## src/rtl/seq_mult.sv

```systemverilog
// seq_mult: shift-add unsigned multiplier, one partial product per clock, start/busy/done handshake
module seq_mult #(
    parameter int WIDTH = 16
) (
    input  logic               clk,
    input  logic               rst,
    input  logic               start,
    input  logic [WIDTH-1:0]   a,
    input  logic [WIDTH-1:0]   b,
    output logic               busy,
    output logic               done,
    output logic [2*WIDTH-1:0] y
);
    localparam int CW = (WIDTH > 1) ? $clog2(WIDTH) : 1;
    localparam logic [CW-1:0] LAST = CW'(WIDTH - 1);

    typedef enum logic {IDLE, WORK} state_t;

    state_t             state, state_nxt;
    logic [WIDTH-1:0]   a_r, b_r;
    logic [2*WIDTH-1:0] acc, pp, sum;
    logic [CW-1:0]      cnt;
    logic               last;

    assign last = (cnt == LAST);
    assign pp   = b_r[cnt] ? ({{WIDTH{1'b0}}, a_r} << cnt) : '0;
    assign sum  = acc + pp;

    // state register
    always_ff @(posedge clk or negedge rst)
        if (!rst) state <= IDLE;
        else      state <= state_nxt;

    // next state: accept only while idle, leave work on the last bit
    always_comb begin
        state_nxt = state;
        state_nxt = (state == IDLE) ? (start ? WORK : IDLE) : (last ? IDLE : WORK);
    end

    // datapath: capture operands on accept, accumulate one bit per clock, publish on the last bit
    always_ff @(posedge clk or negedge rst)
        if (!rst) begin
            a_r  <= '0;
            b_r  <= '0;
            acc  <= '0;
            cnt  <= '0;
            busy <= 1'b0;
            done <= 1'b0;
            y    <= '0;
        end else begin
            done <= 1'b0;
            if (state == IDLE) begin
                if (start) begin
                    a_r  <= a;
                    b_r  <= b;
                    acc  <= '0;
                    cnt  <= '0;
                    busy <= 1'b1;
                end
            end else begin
                acc <= sum;
                cnt <= cnt + 1'b1;
                if (last) begin
                    y    <= sum;
                    done <= 1'b1;
                    busy <= 1'b0;
                end
            end
        end
endmodule
```

## config.mk

```make
export PLATFORM = sky130hd
export DESIGN_NAME = seq_mult
export DESIGN_NICKNAME = d
export VERILOG_FILES = /design/src/rtl/seq_mult.sv
export SDC_FILE = /design/constraint.sdc
export NUM_CORES = 1
export LEC_CHECK = 0
export CAP_MARGIN = 20
export CORE_MARGIN = 1.5
export CORE_UTILIZATION = 58
export CTS_BUF_LIST = sky130_fd_sc_hd__clkbuf_16
export DETAILED_ROUTE_END_ITERATION = 8
export PLACE_DENSITY = 0.88
export SYNTH_ARGS = -nofsm -noshare
export SYNTH_HDL_FRONTEND = slang
export SYNTH_SLANG_ARGS = --single-unit
```

## constraint.sdc

```tcl
create_clock -name clk -period 4.4 [get_ports clk]
set_input_delay 0.66 -clock clk [delete_from_list [all_inputs] [get_ports clk]]
set_output_delay 0.66 -clock clk [all_outputs]
set_load 0.01 [all_outputs]
```

* Word level (Yosys, flattened, before mapping)
Cells that the tools add are included.
Storage, ports and cells: input bits 35, output and inout bits 34, word-level logic and storage cells 34, bits in registers 103
Operators by class: equality and inequality tests 2, shift-type cells 1, muxes and demuxes 15, magnitude comparators 1, add/sub/neg operators 2, bitwise operators 1, reductions and logical operators 4
Operator list (number):
- $mux W32 | 3
- $add A32 B32 Y32 | 1
- $shl A16 B4 Y32 | 1
- $mux W1 | 9
- $mux W4 | 2
- $reduce_and A2 Y1 | 3
- $lt A4 B5 Y1 const B | 1
- $add A4 B1 Y4 const B | 1
- $bmux W1 S4 | 1
- $eq A4 B4 Y1 const B | 1
- $ne A2 B1 Y1 const B | 1
- $reduce_bool A2 Y1 | 1
- $not A1 Y1 | 1

* Depth between registers and ports, before layout
depth in word-level cells 5, depth in mapped cells 18

* Worst setup path after synthesis
Ideal clock, no wire load.
path kind reg2reg, start point register cnt[0], end point register y[19], stages on the path, launching flop included 19, clock period less this slack 3.817 ns, buffers on the path 4, data arrival time 3.692 ns, path slack 0.583 ns, cells stage by stage dfrtp_1 -> buf_4 -> mux2i_1 -> o21ai_0 -> a21oi_1 -> or3_1 -> and2_1 -> clkbuf_1 -> buf_2 -> a211oi_1 -> ha_1 -> bufbuf_16 -> o21ai_0 -> nor2_1 -> nor3b_1 -> a21oi_1 -> a211oi_1 -> xnor2_1 -> mux2_2
On the way: word-level cells in the longest chain between the ends 4, elaborated cells between the ends (all ways) 7, classes of those cells add/sub: 1; eq/ne: 1; shift: 1; mux: 3; reduce/logical: 1
RTL lines:
- start: declaration | line 22 | logic [CW-1:0] cnt;
- start signal: assignment | line 62 | cnt <= cnt + 1'b1;
- $bmux W1 S4 | line 26 | assign pp = b_r[cnt] ? ({{WIDTH{1'b0}}, a_r} << cnt) : '0;
- $mux W1 (implied by the code) | line 26
- $mux W32 | line 26
- $add A32 B32 Y32 | line 27 | assign sum = acc + pp;
- end signal: assignment | line 64 | y <= sum;
- end: declaration | line 12 | output logic [2*WIDTH-1:0] y
Several ways; a longest one is shown, not always the timed one. The select of a mux whose other input is x is not followed. A chain may end at the register's enable or synchronous reset.

* Worst setup path after layout
start point register cnt[0], end point register acc[28]
On the way: word-level cells in the longest chain between the ends 5, elaborated cells between the ends (all ways) 6, classes of those cells add/sub: 1; shift: 1; mux: 4
RTL lines:
- $bmux W1 S4 | line 26
- $mux W1 (implied by the code) | line 26
- $mux W32 (*) | line 26
- $add A32 B32 Y32 (*) | line 27
- $mux W32 (*) | line 52 | if (state == IDLE) begin
- end signal: assignment | line 61 | acc <= sum;
- end: declaration | line 21 | logic [2*WIDTH-1:0] acc, pp, sum;
Every way passes the cells marked *; elsewhere a longest branch is shown, timed or not. The select of a mux whose other input is x is not followed.

==> impl_results.md <==
- Run status: complete, no violations
- Area after detailed placement: 0.00749 mm2
- Highest clock frequency the design can meet: 244 MHz
- Root buffer cell: sky130_fd_sc_hd__clkbuf_16
- Fill count: 893
- Hold Buf Count CTS: 0
- Most common cell after layout, fill and taps aside: sky130_fd_sc_hd__dfrtp_1
- Signal arrival time at the worst endpoint: 4340 ps
- Die Wd: 111 um
- Total wire length: 17200 um
- Final Non-Filler Cells: 908
- Count of different cell masters after synthesis: 63
- Leading register cell type out of synthesis: sky130_fd_sc_hd__dfrtp_1
- Initial standard-cell utilization of the core: 0.594
- Startpoint type of the worst setup path: flip-flop
- DRT Pass-1 Iters: 5
- Total number of vias: 5718
- Area growth from synthesis to layout: 15.5%
- Final count of negative-setup-slack endpoints: 0
- Setup tns final: 0 ps
- Largest net degree at the start of global routing: 81
- Number of global-route vias before repair: 5533
- Average via count per standard cell: 6.30
- Clock-pin slew of the registers on the worst-case setup and hold paths: 70 ps
- Remaining antenna violation count after routing: 0
- Most frequent cells in the layout: sky130_fd_sc_hd__dfrtp_1, sky130_fd_sc_hd__nand2_1, sky130_fd_sc_hd__clkdlybuf4s50_1
- Cts repair resizes: 0
- Number of max-slew violations in the final report: 0
- Maximum fanout count along the critical path: 9
- Number of placed instances with taps included: 891
- Max-cap violations: 0
- Count of port buffers added during placement: 68
- Clock buffers created by TritonCTS: 9
- Final Net Count: 828
- Flop and latch count out of synthesis: 103
- Critical path capture point type: flip-flop
- Number of rows created at floorplan: 39
- Hold/Removal Path Class: in2async
- Max-Slew Margin vs Limit: 0.358
- IO Pins: 69
- Detailed-route wire length per cell: 18.9 um
- Final critical delay including setup and external delays: 4100 ps
- Count of H-tree levels built during CTS: 3
- Register area share after synthesis: 0.380
- Slew at the pin with the worst max-slew slack: 962 ps
- Gr usage total: 0.291
- Clock insertion delay at the later pin of the skew report: 360 ps
- Final core occ: 0.686
- Weighted congestion at the end of routability-driven global placement: 0.987
- Cells after synthesis: 703
- Crit path required time: 4640 ps
- Sinks on the clock net: 103
- Starting DRT DRC Count: 470
- Part of the cycle the worst path needs: 0.932
- Total standard cell area after synthesis: 0.00678 mm2
- Cell area after layout: 0.00783 mm2
- TritonCTS clock tree: done
- Layout cell share with drive strength beyond 1: 0.150
- Setup skew after layout: 6.49 ps
- Synthesized netlist net count: 771
- Critical Setup Path Class: reg2reg
- Initial antenna violation count: 0
- Fin. Hold Viols: 0
- Share of synthesized flip-flops with an asynchronous set or reset: 1.00
- Grt total ovfl: 0
- DIE HEIGHT: 111 um
- Number of enable flip-flop cells after synthesis: 0
- Warnings, synthesis: 0
- Number of inserted diodes: 0
- Die area: 0.0123 mm2
- DRC violations left: 0
- Unrepaired setup endpoints after global routing: false
- Core footprint: 0.0114 mm2
- Syn_area_per_cell: 9.64 um2
- Global-route wire length before repair: 28600 um
- Max clock buf depth: 2
- Post-detailed-placement half-perimeter wirelength: 12700 um
- Setup repair bufs after CTS: 0
-- synthesized netlist by cell type, types with 15 or more instances --
cell,n,area (um2)
sky130_fd_sc_hd__nor2_1,45,169
sky130_fd_sc_hd__xnor2_1,15,131
sky130_fd_sc_hd__mux2_2,52,586
sky130_fd_sc_hd__a211oi_1,21,158
sky130_fd_sc_hd__ha_1,32,400
sky130_fd_sc_hd__clkbuf_1,21,78.8
sky130_fd_sc_hd__mux2i_1,15,150
sky130_fd_sc_hd__o21ai_0,26,130
sky130_fd_sc_hd__a22o_1,28,245
sky130_fd_sc_hd__nand3_1,15,75.1
sky130_fd_sc_hd__nand2_1,85,319
sky130_fd_sc_hd__a21oi_1,57,285
sky130_fd_sc_hd__dfrtp_1,103,2580
-- flip-flops by register name (all words and copies together), names as in the netlist --
| name | flops |
|---|---|
| done | 1 |
| acc | 32 |
| state | 1 |
| y | 32 |
| busy | 1 |
| b_r | 16 |
| a_r | 16 |
| cnt | 4 |
-- cell type report --
cell class,instances,area (um2),area share
clock inverter,7,81.3,0.0104
clock buffer,9,225,0.0288
tap,143,179,0.0229
multi-input combinational,543,3850,0.492
inverter,13,48.8,0.00623
timing repair buffer,90,867,0.111
sequential,103,2580,0.329
-- per-stage QoR --
| step | setup WS (ps) | hold slack [ps] |
|---|---|---|
| 3_5_place_dp | 198 | 460 |
| 2_1_floorplan | 583 | 364 |
| 4_1_cts | 179 | 475 |
| 5_1_grt | 26.4 | 284 |
| 3_3_place_gp | 229 | 451 |
| 6_report | 297 | 254 |
-- critical path: stages, from the launching register on --
cell and delay (ps):
sky130_fd_sc_hd__dfrtp_2 480, sky130_fd_sc_hd__mux2i_1 140, sky130_fd_sc_hd__o21ai_1 200, sky130_fd_sc_hd__a21oi_1 90, sky130_fd_sc_hd__or3_1 380, sky130_fd_sc_hd__and2_1 260
sky130_fd_sc_hd__buf_4 190, sky130_fd_sc_hd__a211oi_1 250, sky130_fd_sc_hd__ha_1 380, sky130_fd_sc_hd__and2_1 240, sky130_fd_sc_hd__o2111ai_1 280, sky130_fd_sc_hd__o221ai_1 170
sky130_fd_sc_hd__a31oi_1 210, sky130_fd_sc_hd__o31a_1 260, sky130_fd_sc_hd__nor4_1 70, sky130_fd_sc_hd__or3_1 370
-- cells by family after synthesis --
family / share of synthesized area
buffers and inverters: 0.0528
AO/OA/AOI/OAI: 0.190
flip-flops: 0.380
XOR/XNOR: 0.0375
AND/OR/NAND/NOR: 0.156
multiplexers: 0.122
adder cells (fa/ha/maj): 0.0620
-- layer usage --
| layer | wire (um) | up-vias | global-route usage | share of wire |
|---|---|---|---|---|
| li1 | - | 2692 | - | - |
| met1 | 7600 | 2750 | 0.393 | 0.44 |
| met2 | 7960 | 226 | 0.463 | 0.46 |
| met3 | 1120 | 50 | 0.0727 | 0.065 |
| met4 | 479 | 0 | 0.0920 | 0.028 |
| met5 | 0 | - | 0 | 0 |
-- final timing paths --
check	from	end	slack (ps)	depth (start not counted)
worst max-delay path	cnt[0]	acc[28]	300	15
worst min-delay path	rst	y[5]	250	1
worst max register to register	cnt[0]	acc[28]	300	15
worst min register to register	y[21]	y[21]	470	2
max in group asynchronous	rst	cnt[0]	3430	2
min in group clk	y[21]	y[21]	470	2
Power is left out: the tool's default activity adds up to more than one toggle a clock period on the data nets, which glitch-free logic cannot reach.
